File: src/rtl/mem_access_unit_if.sv
`default_nettype none
// ---------------------------------------------------------------------------
// mem_access_unit_if : core request/response and data-memory port bundle
// Rev 1.0
// ---------------------------------------------------------------------------
interface mem_access_unit_if #(
  parameter int ADDR_WIDTH = 10,
  parameter int DATA_WIDTH = 32
);
  logic                  req_valid_i;
  logic                  req_ready_o;
  logic                  req_we_i;
  logic [31:0]           req_addr_i;
  logic [1:0]            req_size_i;
  logic                  req_unsigned_i;
  logic [DATA_WIDTH-1:0] req_wdata_i;
  logic                  rsp_valid_o;
  logic [DATA_WIDTH-1:0] rsp_rdata_o;
  logic                  rsp_err_o;
  logic                  mem_wr_o;
  logic [ADDR_WIDTH-1:0] mem_waddr_o;
  logic [ADDR_WIDTH-1:0] mem_raddr_o;
  logic [DATA_WIDTH-1:0] mem_wdata_o;
  logic [DATA_WIDTH-1:0] mem_rdata_i;

  modport slave (
    input  req_valid_i, req_we_i, req_addr_i, req_size_i, req_unsigned_i,
           req_wdata_i, mem_rdata_i,
    output req_ready_o, rsp_valid_o, rsp_rdata_o, rsp_err_o,
           mem_wr_o, mem_waddr_o, mem_raddr_o, mem_wdata_o
  );

  modport master (
    output req_valid_i, req_we_i, req_addr_i, req_size_i, req_unsigned_i,
           req_wdata_i, mem_rdata_i,
    input  req_ready_o, rsp_valid_o, rsp_rdata_o, rsp_err_o,
           mem_wr_o, mem_waddr_o, mem_raddr_o, mem_wdata_o
  );
endinterface
`default_nettype wire

File: src/rtl/mem_access_unit.sv
`default_nettype none
// ---------------------------------------------------------------------------
// mem_access_unit : byte/half/word load-store unit with read-modify-write
// Rev 1.0
// ---------------------------------------------------------------------------
module mem_access_unit #(
  parameter int ADDR_WIDTH = 10,
  parameter int DATA_WIDTH = 32
) (
  input  logic              clk_i,
  input  logic              rst_ni,
  mem_access_unit_if.slave  bus
);

  localparam logic [1:0] S_IDLE = 2'd0;
  localparam logic [1:0] S_RD   = 2'd1;
  localparam logic [1:0] S_WR   = 2'd2;
  localparam logic [1:0] S_RESP = 2'd3;

  localparam logic [1:0] SZ_BYTE = 2'b00;
  localparam logic [1:0] SZ_HALF = 2'b01;
  localparam logic [1:0] SZ_WORD = 2'b10;

  logic [1:0]            r_state;
  logic                  r_we;
  logic [1:0]            r_size;
  logic                  r_unsigned;
  logic                  r_err;
  logic [1:0]            r_off;
  logic [ADDR_WIDTH-1:0] r_addr;
  logic [DATA_WIDTH-1:0] r_wdata;
  logic [DATA_WIDTH-1:0] r_rdata;

  logic                  w_req_err;
  logic [7:0]            w_byte;
  logic [15:0]           w_half;
  logic [DATA_WIDTH-1:0] w_load;
  logic [DATA_WIDTH-1:0] w_merge;
  logic                  w_unused_addr;

  assign w_unused_addr = ^bus.req_addr_i[31:ADDR_WIDTH+2];

  assign w_req_err = (bus.req_size_i == 2'b11) ||
                     (bus.req_size_i == SZ_HALF && bus.req_addr_i[0]) ||
                     (bus.req_size_i == SZ_WORD && bus.req_addr_i[1:0] != 2'b00);

  always_ff @(posedge clk_i or negedge rst_ni) begin
    if (!rst_ni) begin
      r_state    <= S_IDLE;
      r_we       <= 1'b0;
      r_size     <= 2'b00;
      r_unsigned <= 1'b0;
      r_err      <= 1'b0;
      r_off      <= 2'b00;
      r_addr     <= '0;
      r_wdata    <= '0;
      r_rdata    <= '0;
    end else begin
      case (r_state)
        S_IDLE: begin
          if (bus.req_valid_i) begin
            r_we       <= bus.req_we_i;
            r_size     <= bus.req_size_i;
            r_unsigned <= bus.req_unsigned_i;
            r_err      <= w_req_err;
            r_off      <= bus.req_addr_i[1:0];
            r_addr     <= bus.req_addr_i[ADDR_WIDTH+1:2];
            r_wdata    <= bus.req_wdata_i;
            if (w_req_err)
              r_state <= S_RESP;
            else if (bus.req_we_i && bus.req_size_i == SZ_WORD)
              r_state <= S_WR;
            else
              r_state <= S_RD;
          end
        end
        // RD serves both loads and the read half of a sub-word store
        S_RD: begin
          r_rdata <= bus.mem_rdata_i;
          r_state <= r_we ? S_WR : S_RESP;
        end
        S_WR:    r_state <= S_RESP;
        S_RESP:  r_state <= S_IDLE;
        default: r_state <= S_IDLE;
      endcase
    end
  end

  always_comb begin
    w_byte = r_rdata[7:0];
    case (r_off)
      2'd1:    w_byte = r_rdata[15:8];
      2'd2:    w_byte = r_rdata[23:16];
      2'd3:    w_byte = r_rdata[31:24];
      default: w_byte = r_rdata[7:0];
    endcase
    w_half = r_off[1] ? r_rdata[31:16] : r_rdata[15:0];
  end

  always_comb begin
    w_load = r_rdata;
    case (r_size)
      SZ_BYTE: w_load = r_unsigned ? {{(DATA_WIDTH-8){1'b0}}, w_byte}
                                   : {{(DATA_WIDTH-8){w_byte[7]}}, w_byte};
      SZ_HALF: w_load = r_unsigned ? {{(DATA_WIDTH-16){1'b0}}, w_half}
                                   : {{(DATA_WIDTH-16){w_half[15]}}, w_half};
      default: w_load = r_rdata;
    endcase
  end

  always_comb begin
    w_merge = r_rdata;
    if (r_size == SZ_BYTE) begin
      case (r_off)
        2'd0:    w_merge[7:0]   = r_wdata[7:0];
        2'd1:    w_merge[15:8]  = r_wdata[7:0];
        2'd2:    w_merge[23:16] = r_wdata[7:0];
        default: w_merge[31:24] = r_wdata[7:0];
      endcase
    end else if (r_off[1]) begin
      w_merge[31:16] = r_wdata[15:0];
    end else begin
      w_merge[15:0] = r_wdata[15:0];
    end
  end

  // Ready is gated by rst_ni so it stays low for the whole reset interval
  assign bus.req_ready_o = rst_ni && (r_state == S_IDLE);
  assign bus.rsp_valid_o = (r_state == S_RESP);
  assign bus.rsp_err_o   = (r_state == S_RESP) && r_err;
  assign bus.rsp_rdata_o = (r_state == S_RESP && !r_we && !r_err) ? w_load : '0;

  assign bus.mem_wr_o    = (r_state == S_WR);
  assign bus.mem_waddr_o = r_addr;
  assign bus.mem_raddr_o = r_addr;
  assign bus.mem_wdata_o = (r_state != S_WR) ? '0 :
                           (r_size == SZ_WORD) ? r_wdata : w_merge;

endmodule
`default_nettype wire

File: src/flat_wrapper.sv
// flat-port wrapper written by rule: the top's interface ports become plain ports
module mem_access_unit_flat 
#(
  parameter int ADDR_WIDTH = 10,
  parameter int DATA_WIDTH = 32
)
  (clk_i, rst_ni, bus_req_valid_i, bus_req_we_i, bus_req_addr_i, bus_req_size_i, bus_req_unsigned_i, bus_req_wdata_i, bus_mem_rdata_i, bus_req_ready_o, bus_rsp_valid_o, bus_rsp_rdata_o, bus_rsp_err_o, bus_mem_wr_o, bus_mem_waddr_o, bus_mem_raddr_o, bus_mem_wdata_o);
  mem_access_unit_if #(.ADDR_WIDTH(ADDR_WIDTH), .DATA_WIDTH(DATA_WIDTH)) bus_i ();
  input  logic clk_i;
  input  logic rst_ni;
  input wire logic [$bits(bus_i.req_valid_i)-1:0] bus_req_valid_i;
  input wire logic [$bits(bus_i.req_we_i)-1:0] bus_req_we_i;
  input wire logic [$bits(bus_i.req_addr_i)-1:0] bus_req_addr_i;
  input wire logic [$bits(bus_i.req_size_i)-1:0] bus_req_size_i;
  input wire logic [$bits(bus_i.req_unsigned_i)-1:0] bus_req_unsigned_i;
  input wire logic [$bits(bus_i.req_wdata_i)-1:0] bus_req_wdata_i;
  input wire logic [$bits(bus_i.mem_rdata_i)-1:0] bus_mem_rdata_i;
  output wire logic [$bits(bus_i.req_ready_o)-1:0] bus_req_ready_o;
  output wire logic [$bits(bus_i.rsp_valid_o)-1:0] bus_rsp_valid_o;
  output wire logic [$bits(bus_i.rsp_rdata_o)-1:0] bus_rsp_rdata_o;
  output wire logic [$bits(bus_i.rsp_err_o)-1:0] bus_rsp_err_o;
  output wire logic [$bits(bus_i.mem_wr_o)-1:0] bus_mem_wr_o;
  output wire logic [$bits(bus_i.mem_waddr_o)-1:0] bus_mem_waddr_o;
  output wire logic [$bits(bus_i.mem_raddr_o)-1:0] bus_mem_raddr_o;
  output wire logic [$bits(bus_i.mem_wdata_o)-1:0] bus_mem_wdata_o;
  assign bus_i.req_valid_i = bus_req_valid_i;
  assign bus_i.req_we_i = bus_req_we_i;
  assign bus_i.req_addr_i = bus_req_addr_i;
  assign bus_i.req_size_i = bus_req_size_i;
  assign bus_i.req_unsigned_i = bus_req_unsigned_i;
  assign bus_i.req_wdata_i = bus_req_wdata_i;
  assign bus_i.mem_rdata_i = bus_mem_rdata_i;
  assign bus_req_ready_o = bus_i.req_ready_o;
  assign bus_rsp_valid_o = bus_i.rsp_valid_o;
  assign bus_rsp_rdata_o = bus_i.rsp_rdata_o;
  assign bus_rsp_err_o = bus_i.rsp_err_o;
  assign bus_mem_wr_o = bus_i.mem_wr_o;
  assign bus_mem_waddr_o = bus_i.mem_waddr_o;
  assign bus_mem_raddr_o = bus_i.mem_raddr_o;
  assign bus_mem_wdata_o = bus_i.mem_wdata_o;
  mem_access_unit #(.ADDR_WIDTH(ADDR_WIDTH), .DATA_WIDTH(DATA_WIDTH)) u_core (.clk_i(clk_i), .rst_ni(rst_ni), .bus(bus_i));
endmodule
File: config.mk
export PLATFORM = sky130hd
export DESIGN_NAME = mem_access_unit_flat
export DESIGN_NICKNAME = d
export VERILOG_FILES = /design/src/rtl/mem_access_unit_if.sv /design/src/rtl/mem_access_unit.sv /design/src/flat_wrapper.sv
export SDC_FILE = /design/constraint.sdc
export NUM_CORES = 1
export LEC_CHECK = 0
export CELL_PAD_IN_SITES_DETAIL_PLACEMENT = 0
export CELL_PAD_IN_SITES_GLOBAL_PLACEMENT = 1
export CORE_MARGIN = 2
export CORE_UTILIZATION = 33
export DETAILED_ROUTE_END_ITERATION = 10
export PLACE_DENSITY_LB_ADDON = 0.08
export RECOVER_POWER = 100
export REMOVE_ABC_BUFFERS = 1
export SLEW_MARGIN = 20
export SYNTH_ARGS = -nofsm -noshare
export SYNTH_HDL_FRONTEND = slang
export SYNTH_SLANG_ARGS = --single-unit
File: constraint.sdc
create_clock -name clk_i -period 2.75 [get_ports clk_i]
set_input_delay 0.6875 -clock clk_i [delete_from_list [all_inputs] [get_ports clk_i]]
set_output_delay 0.6875 -clock clk_i [all_outputs]
set_load 0.05 [all_outputs]
# Word-level counts from Yosys, hierarchy flattened
# Index checks and enable logic that the tools add are counted.
# word_totals
regBits,83
word_cells,59
in_bits,103
output_inout_bits,88
# op_classes
n_reduce_logical,17
eq_ne,13
n_mux,20
# ops
cell,count
32-bit two-way mux,6
32-bit one-hot mux with 2 select lines,1
16-bit two-way mux,3
8-bit two-way mux,4
8-bit one-hot mux with 3 select lines,1
2-bit equality test (second input constant),7
2-bit by 1-bit equality test with 1-bit output (second input constant),4
2-bit one-hot mux with 4 select lines,1
1-bit logical AND,7
2-bit logical NOT,3
2-bit two-way mux,3
2-bit inequality test (second input constant),2
3-bit OR reduction,1
1-bit logical NOT,2
1-bit logical OR,2
2-bit AND reduction,1
2-bit nonzero test,1
1-bit two-way mux,1

# Depth between registers and ports, before layout
# Gate-level depths: netlist (run 1).
# depth
depth_word,7
depth_mapped,7

# Worst setup path before layout (run 1)
# OpenSTA, ideal clock, no wires.
# synth_timing
kind,register to output
startpoint,register u_core.r_state[0]
endpoint,output port bus_mem_wdata_o[24]
t_arrival_ns,2.481
slack_ns,-0.419
path_buffers,0
path_stages_with_launch,5
cell_sequence,dfrtp_1 -> inv_1 -> ha_1 -> nand2b_1 -> o32ai_1
# synth_between
elab_chain_cells,2
# synth_lines
element,line_no,text
"start, declared",mem_access_unit.sv:24,logic [1:0] r_state;
"start signal, assigned",mem_access_unit.sv:80,r_state <= r_we ? S_WR : S_RESP;
2-bit inequality test,mem_access_unit.sv:136,assign bus.mem_wdata_o = (r_state != S_WR) ? '0 :
32-bit two-way mux,mem_access_unit.sv:136,
"end, declared",flat_wrapper.sv:25,output wire logic [$bits(bus_i.mem_wdata_o)-1:0] bus_mem_wdata_o;
# No other way between the ends.

# Final worst setup path (run 1)
# layout_timing
startpoint,register u_core.r_size[1]
endpoint,output port bus_rsp_rdata_o[20]
# layout_between
elab_chain_cells,3
# layout_lines
element,line_no,text
"start, declared",mem_access_unit.sv:26,logic [1:0] r_size;
"start signal, assigned",mem_access_unit.sv:63,r_size <= bus.req_size_i;
2-bit by 1-bit equality test with 1-bit output / 2-bit logical NOT (equally long branches),mem_access_unit.sv:102,case (r_size)
32-bit one-hot mux with 2 select lines (*),mem_access_unit.sv:102,
32-bit two-way mux (*),mem_access_unit.sv:131,assign bus.rsp_rdata_o = (r_state == S_RESP && !r_we && !r_err) ? w_load : '0;
"end, declared",flat_wrapper.sv:20,output wire logic [$bits(bus_i.rsp_rdata_o)-1:0] bus_rsp_rdata_o;
# Every way passes the cells marked *; elsewhere a longest branch is shown, timed or not.

==> metrics.yaml, run 1 <==
status: "complete, but fails checks"
failed_checks: "negative setup slack"
pre_cts_slack_ns: 0.1165
post-route-period-util_pct: 103.3
postSynth.asyncResetShare_pct: 100.0
grt_util_all_layers_pct: 22.76
critPathKind: "reg2out"
syn_inst: 475
final_common_cell: "mux2_2"
clockBufferDepth: 2
dr.pass1.iters: 5
die_y_um: 126.5
cpPeakStageDelay_ns: 0.44
root_buffer: "clkbuf_16"
ys_seq_elements: 83
path_delay_family: "simple AND/OR/NAND/NOR gates"
grt_pass1_wl_um: 28160
peakVddDrop_v: 0.0007599
antenna_left: 0
rsz0062_at_grt: "true"
slowest_stage: "dfrtp_2"
slew_headroom_pct: 4.157
setup_violations: 26
multi_input_area_um2: 3120
mostFrequentLayoutCells: "95 x mux2_2, 80 x clkdlybuf4s50_1, 79 x dfrtp_1"
syn_avg_cell_area_um2: 10.42
io_buffers: 170
critical_path_required_ns: 2.06
clkTransAtPathRegs_ns: 0.06
placement_rows: 44
cts_sinks: 83
cts_hold_buf: 0
drt_iter0_drc: 271
clkLatencyLatePin_ns: 0.34
start_util_pct: 33.94
fillers: 1206
synth_cell_type_count: 42
drv_cap: 0
antenna_cells: 0
final_util_pct: 60.06
gp_congestion: 0.8449
powerDensity_nw_per_um2: 1442
worstSetupEndpointType: "output port"
slew_viol_final: 0
synth-seq-area-share_pct: 41.95
hold_viol_final: 0
crit_arrival_ns: 2.15
cts_buffers: 9
place_hpwl_um: 12660
io_pins: 191
power_leakage_uw: 0.003530
tightest_slew_ns: 1.438
vias: 4628
dieArea_um2: 16000
synth-edff-count: 0
finalSetupTns_ns: -1.381
grt_pass1_vias: 4944
cts_tree: "yes"
ys.flop_type: "dfrtp_1"
antenna_found_initial: 0
grt_max_degree: 51
finalPower_uw: 12640
drc_errors: 0
wl_um: 17990
syn-cell-area_um2: 4951
critPathLaunchType: "register"
nets: 785
synth.yosys.warnings: 0
fmax_ghz: 0.3520
drive_above_1_share_pct: 49.71
cp_max_fo: 5
die_w_um: 126.5
via_per_inst: 5.344
finalCriticalPeriod_ns: 2.841
seqCellArea_um2: 2082
path_cells: "or3b_4 -> o22ai_4 -> buf_6 -> o2111ai_4 -> buf_8 -> nand2_4 -> buf_12"
critPathBufInv: 3
fin_ws_ns: -0.09075
wl_per_cell_um: 20.78
grt_overflow: 0
cts-htree-levels: 3
skew_ns: 0.005071
hold_path.class: "in2async"
core_um2: 14590
area_growth_pct: 76.98
[what timing repair did]
action	in CTS	in global routing
cloned	2	0
setup endpoints to repair	64	62
resized for setup	84	64
pin swaps	9	19
setup buffers	20	6
[metrics by stage]
step                instances  instance area [um^2]  hold slack (ns)
floorplan                 431                  4726           0.3919
global placement          823                  7629           0.4856
detailed placement        823                  7629           0.4988
CTS                       861                  8484           0.1344
global route              866                  8762           0.2514
finish                    866                  8762           0.2351
[path summary, 6_finish.rpt]
| check | startpoint | to | slack [ns] | cells after the start |
|---|---|---|---|---|
| worst max-delay path | u_core.r_size[1] | bus_rsp_rdata_o[20] | -0.09 | 7 |
| worst min-delay path | rst_ni | u_core.r_rdata[7] | 0.24 | 1 |
| min in group clk_i | u_core.r_wdata[18] | u_core.r_wdata[18] | 0.51 | 1 |
| max in group asynchronous | rst_ni | u_core.r_size[0] | 1.03 | 2 |
| worst min register to register | u_core.r_wdata[18] | u_core.r_wdata[18] | 0.51 | 1 |
| worst max register to register | u_core.r_state[1] | u_core.r_wdata[11] | 0.18 | 6 |
[sequential cells by signal, summed over array words and instances, names as in the netlist]
| signal | cells |
|---|---|
| u_core.bus.mem_raddr_o | 10 |
| u_core.r_err | 1 |
| u_core.r_off | 2 |
| u_core.r_rdata | 32 |
| u_core.r_size | 2 |
| u_core.r_state | 2 |
| u_core.r_unsigned | 1 |
| u_core.r_wdata | 32 |
| u_core.r_we | 1 |
[cell type report]
type	instances	share of cell area (%)
Clock buffer	11	2.884
Clock inverter	5	0.6854
Tap cell	184	2.627
Timing Repair Buffer	235	34.04
Inverter	7	0.3855
Multi-Input combinational cell	341	35.61
Sequential cell	83	23.76
[metal layers]
layer / vias to the layer above / GRT usage [%] / part of all wire (%)
met2: 184 / 37.40 / 49
met1: 2290 / 29.92 / 42
li1: 2129 / - / -
met5: - / 0 / 0
met4: 0 / 6.658 / 2.1
met3: 25 / 5.441 / 6.8
[cells by family after synthesis]
family	synth area share, %
AND/OR/NAND/NOR	10.84
adder cells (fa/ha/maj)	1.264
buffers and inverters	5.080
multiplexers	25.25
AO/OA/AOI/OAI	15.62
flip-flops	41.95
[cells in the mapped netlist (all sizes together) (2+ instances only)]
master  number  area [um^2]
mux2        95         1070
dfrtp       83         2077
nand2       47        201.4
a21oi       33        168.9
nor2        31        116.4
buf         25        152.6
o21ai       24        131.4
clkbuf      19        72.56
mux2i       18        180.2
o221ai      18        157.7
o22ai       12        88.84
nor2b       11        68.82
inv          7        26.28
nand3        7        35.03
o221a        7        78.83
a31oi        5        31.28
ha           5        62.56
and3         4        25.02
a211oi       3        22.52
and2         3        18.77
o32ai        3        26.28
nand2b       2        12.51
nor3         2        10.01
o31ai        2        15.01
[where the power goes]
part           total (uW)  internal, uW  switching (uW)
clock                1270           756             510
sequential           2670          1860             811
combinational        8700          4080            4620
total               12600          6700            5940
Power figures use the tool's default switching activity.
==> run 2, diff against run 1 <==
--- a/config.mk
+++ b/config.mk
@@ -9,6 +9,7 @@
 export CELL_PAD_IN_SITES_GLOBAL_PLACEMENT = 1
 export CORE_MARGIN = 2
 export CORE_UTILIZATION = 33
+export CTS_CLUSTER_DIAMETER = 80
 export DETAILED_ROUTE_END_ITERATION = 10
 export PLACE_DENSITY_LB_ADDON = 0.08
 export RECOVER_POWER = 100
==> constraint.sdc (replaced) <==
create_clock -name clk_i -period 3 [get_ports clk_i]
set_input_delay 0.75 -clock clk_i [delete_from_list [all_inputs] [get_ports clk_i]]
set_output_delay 0.75 -clock clk_i [all_outputs]
set_load 0.05 [all_outputs]
==> metrics.yaml, run 2 (synthesized netlist as in run 1, its figures left out) <==
critPathKind: "reg2out"
path_delay_family: "compound AO/OA/AOI/OAI gates"
fin_ws_ns: -0.02403
die_w_um: 126.5
critical_path_required_ns: 2.25
nets: 751
hold_viol_final: 0
grt_pass1_vias: 4618
min_path_cells: 1
vias: 4464
r2r_cells: 5
status: "complete, but fails checks"
core_um2: 14590
path_common_cell: "a21oi_1"
antenna_cells: 0
antenna_found_initial: 0
fillers: 1302
place_hpwl_um: 12260
critPathLaunchType: "register"
cts-htree-levels: 3
cts_buffers: 9
rsz0062_at_grt: "true"
dieArea_um2: 16000
io_pins: 191
reg2reg_setup_slack_ns: 0.63
critPathBufInv: 2
io_buffers: 170
cts_tree: "yes"
slowest_stage: "dfrtp_2"
path_cells: "or3b_4 -> o22ai_4 -> a21oi_1 -> buf_4 -> a21oi_1 -> buf_12"
root_buffer: "clkbuf_16"
via_per_inst: 5.365
clkTransAtPathRegs_ns: 0.06
drc_errors: 0
hold_ws_ns: 0.5065
grt_overflow: 0
final_common_cell: "mux2_2"
critical_path.endpoint: "bus_rsp_rdata_o[14]"
failed_checks: "max-capacitance violations, max-slew violations, negative setup slack"
placement_rows: 44
post-route-period-util_pct: 100.8
drv_cap: 1
wl_per_cell_um: 20.29
drive_above_1_share_pct: 38.27
clkLatencyLatePin_ns: 0.34
worstSetupEndpointType: "output port"
tightest_slew_ns: 2.168
cts_hold_buf: 0
drt_iter0_drc: 309
grt_max_degree: 51
stdcell_count: 832
area_growth_pct: 60.32
wl_um: 16880
dr.pass1.iters: 7
peakVddDrop_v: 0.0008209
die_y_um: 126.5
grt_util_all_layers_pct: 21.24
setup_violations: 2
crit_arrival_ns: 2.27
skew_ns: 0.007721
slew_headroom_pct: -44.53
slew_viol_final: 36
power_leakage_uw: 0.003273
grt_pass1_wl_um: 26160
gp_congestion: 0.8671
cp_max_fo: 10
antenna_left: 0
mostFrequentLayoutCells: "95 x mux2_2, 81 x dfrtp_1, 79 x clkdlybuf4s50_1"
powerDensity_nw_per_um2: 1307
cpPeakStageDelay_ns: 0.47
start_util_pct: 33.94
finalCriticalPeriod_ns: 3.024
fmax_ghz: 0.3307
hold_path.class: "reg2reg"
clockBufferDepth: 2
placedCellCount: 813
regToRegEndpoint: "u_core.r_wdata[9]"
startpoint: "u_core.r_size[0]"
cts_sinks: 83
path_depth: 6
r2r_start: "u_core.r_state[0]"
## run 2: power breakdown
group | leakage [uW] | switching (uW) | internal (uW)
registers | 0.000976 | 674 | 1710
logic | 0.00215 | 3790 | 3020
clock network | 0.000150 | 458 | 727
total | 0.00327 | 4920 | 5460
## run 2: routing by layer
layer  vias up  share of wire, %  GRT usage, %
met5         -                 0             0
met4         0               2.0         8.016
met3        27               7.2         4.471
met2       191                48         33.97
met1      2184                43         28.33
li1       2062                 -             -
## run 2: worst min path at each step
stage	to	from	slack [ns]
finish	u_core.r_wdata[17]	u_core.r_wdata[17]	0.51
global route	u_core.r_wdata[22]	u_core.r_wdata[22]	0.53
CTS	u_core.r_wdata[17]	u_core.r_wdata[17]	0.51
detailed placement	u_core.r_wdata[17]	u_core.r_wdata[17]	0.50
global placement	u_core.r_wdata[18]	u_core.r_wdata[18]	0.49
floorplan	u_core.bus.mem_raddr_o[0]	rst_ni	0.45
## run 2: through the flow
| step | setup slack, ns | util, % | area (um^2) | TNS (ns) | total power [uW] |
|---|---|---|---|---|---|
| after floorplan | -0.6277 | - | 4726 | -12.32 | 6172 |
| after detailed placement | 0.2483 | 51.60 | 7528 | 0 | 9098 |
| final | -0.02403 | 54.41 | 7938 | -0.03888 | 10370 |
| after global placement | 0.2492 | 51.60 | 7528 | 0 | 9030 |
| after global routing | -0.08174 | 54.41 | 7938 | -1.802 | 10910 |
| after CTS | -0.002008 | 54.03 | 7883 | -0.003596 | 10390 |
## run 2: cell type report
| class | count | area (um^2) | area share, % |
|---|---|---|---|
| clock inverters | 5 | 77.57 | 0.9773 |
| well taps | 184 | 230.2 | 2.900 |
| inverters | 7 | 30.03 | 0.3783 |
| multi-input cells | 341 | 2701 | 34.03 |
| repair buffers | 201 | 2586 | 32.58 |
| clock buffers | 11 | 232.7 | 2.932 |
| flip-flops and latches | 83 | 2079 | 26.20 |
## run 2: timing repair
action                     4_1_cts  5_1_grt
setup buffers                    0        3
resized for setup               12       18
pin swaps                        0        0
setup endpoints to repair       35       39
